<file path="src/rtl/d_a_bist_if.sv">
`default_nettype none
// ============================================================================
//  Module      : d_a_bist_if
//  Description : Signal bundle between the d_a_bist stimulus/checker and its
//                controller. The BIST block uses the slave modport (it receives
//                start and the DUT's Y, and drives A/B/C plus status). The
//                controller side uses the master modport.
//                Optional macro D_A_BIST_INJECT_EN adds inject_i.
//  Revision    : 1.0 - initial release
// ============================================================================
interface d_a_bist_if #(
    parameter int ERR_CNT_W = 4
);
    logic                 start;
    logic                 y_i;
    logic                 a_o;
    logic                 b_o;
    logic                 c_o;
    logic                 busy;
    logic                 done;
    logic                 pass;
    logic [ERR_CNT_W-1:0] err_count;
    logic [7:0]           fail_vec;
`ifdef D_A_BIST_INJECT_EN
    logic                 inject_i;

    modport slave (
        input  start, y_i, inject_i,
        output a_o, b_o, c_o, busy, done, pass, err_count, fail_vec
    );
    modport master (
        output start, y_i, inject_i,
        input  a_o, b_o, c_o, busy, done, pass, err_count, fail_vec
    );
`else
    modport slave (
        input  start, y_i,
        output a_o, b_o, c_o, busy, done, pass, err_count, fail_vec
    );
    modport master (
        output start, y_i,
        input  a_o, b_o, c_o, busy, done, pass, err_count, fail_vec
    );
`endif
endinterface
`default_nettype wire

</file>
<file path="src/rtl/d_a_bist.sv">
`default_nettype none
// ============================================================================
//  Module      : d_a_bist
//  Description : On-chip stimulus generator and response checker for the
//                block Y = (~A & B) | (A & ~C). Sweeps A/B/C through all eight
//                patterns, holds each for SETTLE_CYCLES, samples Y and compares
//                it against a built-in golden function. Reports pass, a
//                saturating error count and a per-pattern fail map.
//                Optional macro D_A_BIST_INJECT_EN: inject_i inverts the
//                golden value during a CHECK cycle to exercise the fail path.
//  Revision    : 1.0 - initial release
// ============================================================================
module d_a_bist #(
    parameter int SETTLE_CYCLES = 2,
    parameter int ERR_CNT_W     = 4
) (
    input  wire logic   clk,
    input  wire logic   rst,
    d_a_bist_if.slave   bus
);

    localparam logic [1:0] c_IDLE   = 2'd0;
    localparam logic [1:0] c_SETTLE = 2'd1;
    localparam logic [1:0] c_CHECK  = 2'd2;
    localparam logic [1:0] c_DONE   = 2'd3;

    localparam logic [7:0]           c_LAST_CNT = 8'(SETTLE_CYCLES - 1);
    localparam logic [ERR_CNT_W-1:0] c_ERR_MAX  = '1;

    logic [1:0]           state_q, state_d;
    logic [2:0]           idx_q,   idx_d;
    logic [7:0]           cnt_q,   cnt_d;
    logic [ERR_CNT_W-1:0] err_q,   err_d;
    logic [7:0]           fv_q,    fv_d;
    logic                 pass_q,  pass_d;

    logic w_exp;
    logic w_exp_cmp;
    logic w_mismatch;

    // Golden response for the pattern currently applied (1 for idx 2,3,4,6)
    always_comb begin
        w_exp = (~idx_q[2] & idx_q[1]) | (idx_q[2] & ~idx_q[0]);
    end

`ifdef D_A_BIST_INJECT_EN
    // Inverting the golden value forces a mismatch on a healthy DUT
    always_comb begin
        w_exp_cmp = w_exp ^ bus.inject_i;
    end
`else
    // No injection path: compare against the plain golden value
    always_comb begin
        w_exp_cmp = w_exp;
    end
`endif

    // Y is treated as binary; any difference is one mismatch
    always_comb begin
        w_mismatch = (bus.y_i != w_exp_cmp);
    end

    // Sweep sequencing and result accumulation
    always_comb begin
        state_d = state_q;
        idx_d   = idx_q;
        cnt_d   = cnt_q;
        err_d   = err_q;
        fv_d    = fv_q;
        pass_d  = pass_q;
        case (state_q)
            c_IDLE: begin
                if (bus.start) begin
                    err_d   = '0;
                    fv_d    = '0;
                    idx_d   = '0;
                    cnt_d   = '0;
                    pass_d  = 1'b0;
                    state_d = c_SETTLE;
                end
            end
            c_SETTLE: begin
                cnt_d = cnt_q + 8'd1;
                if (cnt_q == c_LAST_CNT) begin
                    state_d = c_CHECK;
                end
            end
            c_CHECK: begin
                if (w_mismatch) begin
                    if (err_q != c_ERR_MAX) begin
                        err_d = err_q + 1'b1;
                    end
                    fv_d[idx_q] = 1'b1;
                end
                if (idx_q == 3'd7) begin
                    // Include the final compare so pass is valid with done
                    pass_d  = (err_d == '0);
                    state_d = c_DONE;
                end else begin
                    idx_d   = idx_q + 3'd1;
                    cnt_d   = '0;
                    state_d = c_SETTLE;
                end
            end
            c_DONE: begin
                idx_d   = '0;
                state_d = c_IDLE;
            end
            default: begin
                state_d = c_IDLE;
            end
        endcase
    end

    // State registers with synchronous reset
    always_ff @(posedge clk) begin
        if (rst) begin
            state_q <= c_IDLE;
            idx_q   <= '0;
            cnt_q   <= '0;
            err_q   <= '0;
            fv_q    <= '0;
            pass_q  <= 1'b0;
        end else begin
            state_q <= state_d;
            idx_q   <= idx_d;
            cnt_q   <= cnt_d;
            err_q   <= err_d;
            fv_q    <= fv_d;
            pass_q  <= pass_d;
        end
    end

    assign bus.a_o       = idx_q[2];
    assign bus.b_o       = idx_q[1];
    assign bus.c_o       = idx_q[0];
    assign bus.busy      = (state_q == c_SETTLE) || (state_q == c_CHECK);
    assign bus.done      = (state_q == c_DONE);
    assign bus.pass      = pass_q;
    assign bus.err_count = err_q;
    assign bus.fail_vec  = fv_q;

endmodule
`default_nettype wire

</file>
<file path="src/flat_wrapper.sv">
// flat-port wrapper written by rule: the top's interface ports become plain ports
module d_a_bist_flat 
#(
    parameter int SETTLE_CYCLES = 2,
    parameter int ERR_CNT_W     = 4
)
  (clk, rst, bus_start, bus_y_i, bus_a_o, bus_b_o, bus_c_o, bus_busy, bus_done, bus_pass, bus_err_count, bus_fail_vec);
  d_a_bist_if #(.ERR_CNT_W(ERR_CNT_W)) bus_i ();
  input  wire logic clk;
  input  wire logic rst;
  input wire logic [$bits(bus_i.start)-1:0] bus_start;
  input wire logic [$bits(bus_i.y_i)-1:0] bus_y_i;
  output wire logic [$bits(bus_i.a_o)-1:0] bus_a_o;
  output wire logic [$bits(bus_i.b_o)-1:0] bus_b_o;
  output wire logic [$bits(bus_i.c_o)-1:0] bus_c_o;
  output wire logic [$bits(bus_i.busy)-1:0] bus_busy;
  output wire logic [$bits(bus_i.done)-1:0] bus_done;
  output wire logic [$bits(bus_i.pass)-1:0] bus_pass;
  output wire logic [$bits(bus_i.err_count)-1:0] bus_err_count;
  output wire logic [$bits(bus_i.fail_vec)-1:0] bus_fail_vec;
  assign bus_i.start = bus_start;
  assign bus_i.y_i = bus_y_i;
  assign bus_a_o = bus_i.a_o;
  assign bus_b_o = bus_i.b_o;
  assign bus_c_o = bus_i.c_o;
  assign bus_busy = bus_i.busy;
  assign bus_done = bus_i.done;
  assign bus_pass = bus_i.pass;
  assign bus_err_count = bus_i.err_count;
  assign bus_fail_vec = bus_i.fail_vec;
  d_a_bist #(.SETTLE_CYCLES(SETTLE_CYCLES), .ERR_CNT_W(ERR_CNT_W)) u_core (.clk(clk), .rst(rst), .bus(bus_i));
endmodule
</file>
<file path="config.mk">
export PLATFORM = sky130hd
export DESIGN_NAME = d_a_bist_flat
export DESIGN_NICKNAME = d
export VERILOG_FILES = /design/src/rtl/d_a_bist_if.sv /design/src/rtl/d_a_bist.sv /design/src/flat_wrapper.sv
export SDC_FILE = /design/constraint.sdc
export NUM_CORES = 1
export LEC_CHECK = 0
export CORE_UTILIZATION = 30
export DETAILED_ROUTE_END_ITERATION = 10
export PLACE_DENSITY = 0.49
export SLEW_MARGIN = 30
export SYNTH_ARGS = -nofsm -noshare
export SYNTH_HDL_FRONTEND = slang
export SYNTH_SLANG_ARGS = --single-unit
</file>
<file path="constraint.sdc">
create_clock -name clk -period 5.5 [get_ports clk]
set_clock_uncertainty 0.1 [all_clocks]
set_input_delay 0.55 -clock clk [delete_from_list [all_inputs] [get_ports clk]]
set_output_delay 0.55 -clock clk [all_outputs]
set_load 0.1 [all_outputs]
</file>
==> results of run 1 <==
-- logic make-up after synthesis --
family	after synthesis	synth area share, %
AO/OA/AOI/OAI	38	18.7
XOR/XNOR	7	4.40
adder cells (fa/ha/maj)	10	8.98
buffers and inverters	13	4.22
flip-flops	26	37.4
multiplexers	2	1.80
AND/OR/NAND/NOR	67	24.5
-- cells in the final DEF, fill, tap and decap left out, drive strengths merged, types with 2 or more instances in the layout --
cell	netlist	final
nor2	26	26
dfxtp	26	26
clkdlybuf4s50	0	21
a21oi	12	12
ha	10	10
nand2	9	9
inv	6	6
nand3	6	6
a31oi	5	5
xor2	5	5
clkbuf	4	4
and3	4	4
a41oi	3	3
and2	3	3
nand4	3	3
nor2b	3	3
o21ai	3	3
a211oi	3	3
nand2b	2	2
nor3b	2	2
a22oi	2	2
nor3	2	2
nor4b	2	2
xnor2	2	2
-- area by class of cell --
| class | instances | area (um^2) |
|---|---|---|
| Multi-Input combinational cell | 124 | 813 |
| Tap cell | 52 | 65.1 |
| Fill cell | 462 | 2730 |
| Sequential cell | 26 | 520 |
| Clock buffer | 4 | 55.1 |
| Inverter | 6 | 22.5 |
| Timing Repair Buffer | 21 | 210 |
-- worst max path at each step --
stage / start / to / slack (ns)
floorplan: u_core.idx_q[0]$_SDFFE_PP0P_ / u_core.bus.err_count[2]$_SDFFE_PP0P_ / 2.85
global placement: u_core.state_q[0]$_SDFFE_PP0P_ / bus_busy / 3.00
detailed placement: u_core.state_q[0]$_SDFFE_PP0P_ / bus_busy / 2.96
CTS: u_core.state_q[0]$_SDFFE_PP0P_ / bus_busy / 2.65
global route: u_core.state_q[0]$_SDFFE_PP0P_ / bus_busy / 2.56
finish: u_core.state_q[0]$_SDFFE_PP0P_ / bus_busy / 2.66
-- stage by stage --
step	total power [uW]	instances	worst slack (ns)	area (um^2)	utilization [%]
after floorplan	486	163	2.85	1390	-
after global placement	548	229	3.00	1630	37.0
after detailed placement	551	229	2.96	1630	37.0
after CTS	678	233	2.65	1690	38.2
after global routing	722	233	2.56	1690	38.2
final	667	233	2.66	1690	38.2
-- registers in the layout, summed over array words and instances, names as in the netlist --
name	flops
u_core.idx_q	3
u_core.state_q	2
u_core.cnt_q	8
u_core.bus.err_count	4
u_core.bus.fail_vec	8
u_core.bus.pass	1
-- power by group --
group	internal, uW	total [uW]	switching [uW]
registers	207	230	22.9
clock network	63.9	122	58.5
logic	87.7	315	227
-- worst reg2reg max path: cells and delay by family, from the launching register on --
kind | cells | cell delay [ns]
AOI/OAI and AO/OA | 2 | 0.62
DFF | 1 | 0.58
muxes | 1 | 0.33
and+or+nand+nor | 2 | 0.46
-- metal layers --
metal / up-vias / global-route usage (%) / part of all wire (%)
met5: - / 0 / 0
met4: 0 / 2.89 / 0.26
met3: 2 / 3.75 / 3.3
met2: 14 / 23.2 / 50
met1: 572 / 16.8 / 46
li1: 624 / - / -
==> results.py, run 1 <==
metrics = {
    "setup_path": {
        "reg2reg_from": "u_core.idx_q[0]$_SDFFE_PP0P_",
        "cp.depth": 3,
        "worstSetupStartpointType": "flop",
        "reg2reg_to": "u_core.bus.err_count[0]$_SDFFE_PP0P_",
        "path_cells": "inv_1, ha_1, clkdlybuf4s50_1",
        "rrSetupSlack_ns": 3.35,
        "critPathSlowestCell": "clkdlybuf4s50_1",
        "critPathMaxStageDelay_ns": 1.12,
        "r2r_cells": 5,
        "worstPathRequired_ns": 4.85,
        "worstPathMaxFanout": 5,
        "crit_type": "reg -> out",
        "critPathTopFamily": "buffers and inverters",
        "critPathArrivalTime_ns": 2.19,
        "end_kind": "primary output",
        "path_buf_inv": 2,
    },
    "clock_tree": {
        "clock-sinks": 26,
        "ctsHoldBuffers": 0,
        "ctsResizeCount": 0,
        "cts_buffers": 3,
        "cts_setup_buffers": 0,
        "max-clock-path-buffers": 2,
        "htreeDepth": 1,
        "cts_tree": "built",
        "cts_root_buf": "clkbuf_8",
        "clock_latency_ns": 0.27,
        "clk_pin_slew_ns": 0.09,
    },
    "synthesis": {
        "yosys.cell_types.count": 46,
        "postSynthAreaPerCell_um2": 8.54,
        "synth-seq-area-share_pct": 37.4,
        "synth_area_leader_cell": "dfxtp_1",
        "syn_nets": 177,
        "synthCells": 163,
        "yosys_warnings": 0,
        "yosys-top-cells-count": "dfxtp_1, nor2_1, a21oi_1, ha_1, nand2_1",
        "synth.top_cells.by_area": "dfxtp_1, ha_1, nor2_1",
        "async_reset_ff_share_pct": 0,
        "synthFlopType": "dfxtp_1",
        "synth_edf_count": 0,
        "synth_top_area_share_pct": 37.4,
        "netlist_area_um2": 1390,
        "ys_ff_latch": 26,
    },
    "global_route": {
        "grt-ovfl-total": 0,
        "grt_max_degree": 15,
        "grt_pass1_wl_mm": 5.47,
        "grt_pass1_vias": 1182,
        "antenna_found_initial": 0,
        "grt_usage_pct": 13.5,
    },
    "final_layout": {
        "nNetsFinal": 196,
        "drive_gt1_share_pct": 6.08,
        "area_growth_pct": 21.1,
        "n_antenna_cell": 0,
    },
    "power": {
        "peakVddDrop_v": 0.000133,
        "p_leak_uw": 0.000606,
        "powerDensity_nw_per_um2": 396,
    },
    "floorplanning": {
        "initial_core_util_pct": 31.5,
        "std_cell_rows": 24,
        "die_area_um2": 4920,
        "die_width_um": 70.1,
        "dieHeight_um": 70.1,
        "coreArea_um2": 4410,
        "io_pins": 22,
    },
    "timing": {
        "fmax_mhz": 352,
        "hold_violations": 0,
        "rsz0062_at_grt": "false",
        "holdWs_ns": 0.372,
        "slew_headroom_pct": 34.6,
        "min_period_over_period_pct": 51.6,
        "min_period_ns": 2.84,
        "tightest_slew_ns": 0.979,
        "slew_violations": 0,
        "setup-tns-final_ns": 0,
        "finalSetupViolations": 0,
    },
    "drt": {
        "routed-via-count": 1212,
        "drc": 0,
        "dr.first_iter.drc_count": 50,
        "dr.pass1.iters": 4,
        "routed_wirelength_mm": 3.06,
        "ant_nets": 0,
        "drt-wirelength-per-cell_um": 13.1,
        "avgViaCountPerCell": 5.20,
    },
    "worst_hold_path": {
        "hold_start": "u_core.bus.fail_vec[5]$_SDFFE_PP0P_",
        "worst_hold_path_type": "reg -> reg",
        "holdPathEnd": "u_core.bus.fail_vec[5]$_SDFFE_PP0P_",
        "hold-path-cell-count": 2,
    },
    "status": {
        "outcome": "finished clean",
    },
    "placed_design": {
        "routabilityCongestion": 0.844,
        "place_hpwl_mm": 2.27,
        "port_buffers": 21,
    },
    "job": {
        "maxCapViolations": 0,
    },
}
(Power assumes the default switching activity.)
==> inputs of run 2 (changes only) <==
==> constraint.sdc (replaced) <==
create_clock -name clk -period 2.9 [get_ports clk]
set_clock_uncertainty 0.1 [all_clocks]
set_input_delay 0.29 -clock clk [delete_from_list [all_inputs] [get_ports clk]]
set_output_delay 0.29 -clock clk [all_outputs]
set_load 0.1 [all_outputs]
==> run 2 against run 1 <==
  * Worst setup slack lost 1.9 ns
  * Final cell count rose by 0.86%
  * Sequential cell count did not move
  * Final area decreased by 0.82%
  * Global-route usage shrank 0.57 points
  * Clock power grew 150%
  * Core utilization down 0.31 points
  * Power up 100%
  * Critical path type is now reg -> reg
  * Via count shrank 0.91%
  * Clock-buffer cell count is 1 lower
  * Wire length is 1.6% higher
  * Non-clock buffer count increased by 2
==> results.py, run 2 (synthesis results as in run 1) <==
metrics = {
    "status": {
        "outcome": "finished clean",
    },
    "floorplanning": {
        "coreArea_um2": 4410,
        "die_area_um2": 4920,
        "io_pins": 22,
        "std_cell_rows": 24,
        "dieHeight_um": 70.1,
        "die_width_um": 70.1,
        "initial_core_util_pct": 31.5,
    },
    "clock_tree": {
        "cts_root_buf": "clkbuf_8",
        "ctsResizeCount": 0,
        "htreeDepth": 1,
        "ctsHoldBuffers": 0,
        "cts_tree": "built",
        "cts_buffers": 3,
        "clk_pin_slew_ns": 0.09,
        "cts_setup_buffers": 0,
        "clock-sinks": 26,
        "max-clock-path-buffers": 2,
        "clock_latency_ns": 0.27,
    },
    "timing": {
        "holdWs_ns": 0.377,
        "fmax_mhz": 461,
        "hold_violations": 0,
        "tightest_slew_ns": 0.636,
        "finalSetupViolations": 0,
        "min_period_over_period_pct": 74.8,
        "slew_violations": 0,
        "min_period_ns": 2.17,
        "slew_headroom_pct": 57.5,
        "setup-tns-final_ns": 0,
        "rsz0062_at_grt": "false",
    },
    "placed_design": {
        "port_buffers": 21,
        "place_hpwl_mm": 2.30,
        "dpl_cell_area_um2": 1600,
        "routabilityCongestion": 0.749,
    },
    "drt": {
        "drt-wirelength-per-cell_um": 13.2,
        "route.met2.wl_mm": 1.50,
        "dr.first_iter.drc_count": 47,
        "ant_nets": 0,
        "routed_wirelength_mm": 3.11,
        "dr.pass1.iters": 4,
        "wl_met3_um": 102,
        "met1Wirelength_mm": 1.48,
        "avgViaCountPerCell": 5.11,
        "routed-via-count": 1201,
        "drc": 0,
        "top_layer": "met4",
    },
    "setup_path": {
        "r2r_cells": 5,
        "end_kind": "flop",
        "worstPathMaxFanout": 12,
        "path_cells": "nor2b_1, o21ai_0, and2_1, mux2_4, a21oi_1",
        "critPathArrivalTime_ns": 2.28,
        "reg2reg_from": "u_core.idx_q[0]$_SDFFE_PP0P_",
        "cp-endpoint": "u_core.bus.err_count[0]$_SDFFE_PP0P_",
        "reg2reg_to": "u_core.bus.err_count[0]$_SDFFE_PP0P_",
        "critPathSlowestCell": "dfxtp_1",
        "critPathLaunch": "u_core.idx_q[0]$_SDFFE_PP0P_",
        "crit_type": "reg -> reg",
        "worstPathRequired_ns": 3.01,
        "critPathMaxStageDelay_ns": 0.58,
        "worstSetupStartpointType": "flop",
        "rrSetupSlack_ns": 0.73,
    },
    "final_layout": {
        "nFillCells": 446,
        "area_growth_pct": 20.1,
        "nNetsFinal": 198,
        "final_area_um2": 1670,
        "n_antenna_cell": 0,
        "drive_gt1_share_pct": 16.9,
        "final_cell_mix": "nor2_1, dfxtp_1, buf_4",
    },
    "global_route": {
        "grt_pass1_wl_mm": 5.13,
        "antenna_found_initial": 0,
        "grt_usage_pct": 13.0,
        "grt-ovfl-total": 0,
        "grt_pass1_vias": 1143,
        "grt_max_degree": 16,
    },
    "job": {
        "maxCapViolations": 0,
    },
    "worst_hold_path": {
        "worst_hold_path_type": "reg -> reg",
    },
    "power": {
        "p_leak_uw": 0.000659,
        "powerDensity_nw_per_um2": 805,
        "peakVddDrop_v": 0.000294,
    },
}
run 2: cell types whose count changed in the layout (fill, tap and decap cells not counted):
cell	delta
clkbuf_8	-1
buf_4	+20
bufinv_16	+1
clkdlybuf4s50_1	-18
run 2: worst min-delay path by stage:
stage | cells past startpoint | end | slack, ns | start
floorplan | 2 | u_core.state_q[1]$_SDFFE_PP0P_ | 0.38 | u_core.state_q[0]$_SDFFE_PP0P_
global placement | 2 | u_core.bus.fail_vec[5]$_SDFFE_PP0P_ | 0.35 | u_core.bus.fail_vec[5]$_SDFFE_PP0P_
detailed placement | 2 | u_core.bus.fail_vec[5]$_SDFFE_PP0P_ | 0.36 | u_core.bus.fail_vec[5]$_SDFFE_PP0P_
CTS | 2 | u_core.bus.fail_vec[5]$_SDFFE_PP0P_ | 0.39 | u_core.bus.fail_vec[5]$_SDFFE_PP0P_
global route | 2 | u_core.bus.fail_vec[4]$_SDFFE_PP0P_ | 0.41 | u_core.bus.fail_vec[4]$_SDFFE_PP0P_
finish | 2 | u_core.bus.fail_vec[5]$_SDFFE_PP0P_ | 0.38 | u_core.bus.fail_vec[5]$_SDFFE_PP0P_
run 2: routing by layer:
metal  vias up  GRT usage, %
li1        631             -
met1       553          15.7
met2        15          22.9
met3         2          3.75
met4         0          2.22
met5         -             0
run 2: power breakdown:
part           total, uW  leakage (uW)  internal [uW]  switching [uW]
combinational        610      0.000413            173             438
sequential           433      0.000210            392            40.9
clock                303     0.0000357            185             119
run 2: per-stage QoR:
step           util, %  total power, uW  std cells  setup WS, ns
6_report          37.9             1350        235         0.730
5_1_grt           37.9             1430        235         0.532
4_1_cts           37.9             1360        235         0.720
3_5_place_dp      36.3             1060        231         0.751
3_3_place_gp      36.3             1050        231         0.756
2_1_floorplan        -              922        163         0.254
run 2: worst max-delay path, delay by kind of cell (launching register included):
family             cells  cell delay [ns]
and+or+nand+nor        2             0.48
DFF                    1             0.58
muxes                  1             0.33
AOI/OAI and AO/OA      2             0.63
run 2: layout make-up:
cell class	count	area [um^2]	area share (%)
Multi-Input combinational cell	124	813	48.6
Sequential cell	26	520	31.1
Timing Repair Buffer	23	180	10.8
Tap cell	52	65.1	3.89
Clock buffer	3	41.3	2.47
Clock inverter	1	30.0	1.80
Inverter	6	22.5	1.35
==> edit: new RTL, settings of run 1 <==
Make the reset (`rst`) asynchronous in one clocked block. Comments in the files are not updated.
--- a/src/rtl/d_a_bist.sv
+++ b/src/rtl/d_a_bist.sv
@@ -113,7 +113,7 @@
     end
 
     // State registers with synchronous reset
-    always_ff @(posedge clk) begin
+    always_ff @(posedge clk or posedge rst) begin
         if (rst) begin
             state_q <= c_IDLE;
             idx_q   <= '0;
Function: differs if rst is asserted again (counterexample within 4 cycles, from zero or initial values and one cycle with rst high); with rst held inactive, the same outputs for 10 cycles.
==> edit against run 1 <==
- design area is 9.4% higher
- sequential cell count did not move
- count of clock-buffer cells in the layout unchanged
- wire length is 12% higher
- register-to-register slack got worse by 0.13 ns
- synthesized area increased by 7.9%
- worst setup slack got worse by 0.030 ns
- critical path depth unchanged
Power is not compared: it rests on default switching activity, and its combinational part moved more than twofold at a synthesized area within 25%.
==> edit: results <==
set metrics [dict create \
    run_status "completed" \
    r2r_slack_ns 3.22 \
    worstPathArrival_ns 2.22 \
    pg_comb_mw 0.642 \
    dr.pass1.iters 4 \
    post_cts.repair.setup_buffers 0 \
    crit_start "u_core.state_q[1]" \
    vdd_ir_max_mv 0.426 \
    insertedDiodeCount 0 \
    yosys.cell_types.count 47 \
    track_usage 0.144 \
    postSynthNetCount 161 \
    critical-path-slowest-cell "clkdlybuf4s50_1" \
    via_count_of_the_first_global_routing_pass 1193 \
    maxSlewHeadroom 0.348 \
    nFillCells 477 \
    placed_wire_length_estimate_after_detailed_placement_um 2420 \
    grt_max_degree 27 \
    viasPerCell 4.93 \
    final_cells 237 \
    critical_path.reg2reg.endpoint "u_core.bus.fail_vec[3]" \
    sequentialPowerShare 0.267 \
    yosys.area.top_type_share 0.433 \
    synth_common_cells "dfrtp_1, nor2_1, ha_1" \
    clock_tree.htree_level_count 1 \
    first_pass_grt_wire_length_um 5910 \
    global_route_met1_utilization 0.211 \
    drt_iter0_markers 46 \
    syn_inst 147 \
    groute.layer.met2.usage 0.220 \
    detailed_place.area_um2 1780 \
    cts-resized-gates 0 \
    cts_inserted_buffers 3 \
    ctsLongestPathBuffers 2 \
    critical_path.max_fanout 5 \
    drive_above_1_share 0.118 \
    crit_path_end "bus_busy" \
    gpl.final_weighted_congestion 0.816 \
    grt_antenna_before_repair 0 \
    cts-root-buf "clkbuf_8" \
    synth-warning-count 0 \
    hold_path.startpoint "u_core.bus.fail_vec[7]" \
    worstRegToRegCells 6 \
    cellLeakagePower_nw 0.797 \
    port_buffers 21 \
    grtUsageMet3 0.0221 \
    worstHoldPathType "reg -> reg" \
    cts.reportedPaths.clkPinSlew_ns 0.09 \
    post_drt_wl_per_cell_um 14.4 \
    portion_of_the_post_synthesis_area_used_by_sequential_elements 0.433 \
    power.switching_fraction 0.553 \
    post-place-cells 233 \
    cellPowerDensity_nw_per_um2 568 \
    clkLatencyLatePin_ns 0.27 \
    max_stage_delay_ns 1.12 \
    fin_nets 185 \
    synth.area.top_cells "dfrtp_1, ha_1, nor2_1, xor2_1, a41oi_1" \
    postSynth.asyncResetShare 1.00 \
]
==> edit: final cells by class <==
| class | count | share of cell area |
|---|---|---|
| clock buffers | 4 | 0.0298 |
| well taps | 67 | 0.0454 |
| inverters | 7 | 0.0142 |
| repair buffers | 21 | 0.114 |
| flip-flops and latches | 26 | 0.353 |
| multi-input cells | 112 | 0.444 |
==> edit: how the worst min path moves through the flow <==
stage,cells past startpoint,slack [ns],end
after floorplan,1,0.40,u_core.state_q[1]
after global placement,2,0.39,u_core.bus.fail_vec[6]
after detailed placement,2,0.39,u_core.bus.fail_vec[7]
after CTS,2,0.41,u_core.bus.fail_vec[7]
after global routing,2,0.45,u_core.bus.fail_vec[7]
final,2,0.41,u_core.bus.fail_vec[7]
==> edit: routing by layer <==
layer / wire length, um / up-vias / share of wire
li1: - / 584 / -
met1: 1720 / 567 / 0.50
met4: 25 / 0 / 0.0073
met2: 1570 / 16 / 0.46
met3: 101 / 2 / 0.030
met5: 0 / - / 0
==> edit: cell families after synthesis <==
family | share of synthesized area
DFF | 0.433
xor gates and xnor gates | 0.0350
and+or+nand+nor | 0.227
adders and majority gates | 0.0833
muxes | 0.0216
buffers and inverters | 0.0258
AOI/OAI and AO/OA | 0.174
==> edit: worst max-delay path, delay by kind of cell, from the launching register on <==
family,cells,cell delay [ns]
adder cells (fa/ha/maj),1,0.28
buffers and inverters,2,1.23
flip-flops,1,0.44
==> edit: metrics by stage <==
step | utilization | worst slack [ns]
after global routing | 0.386 | 2.55
after CTS | 0.384 | 2.63
after floorplan | - | 3.01
after detailed placement | 0.373 | 2.95
final | 0.386 | 2.63
after global placement | 0.373 | 2.99
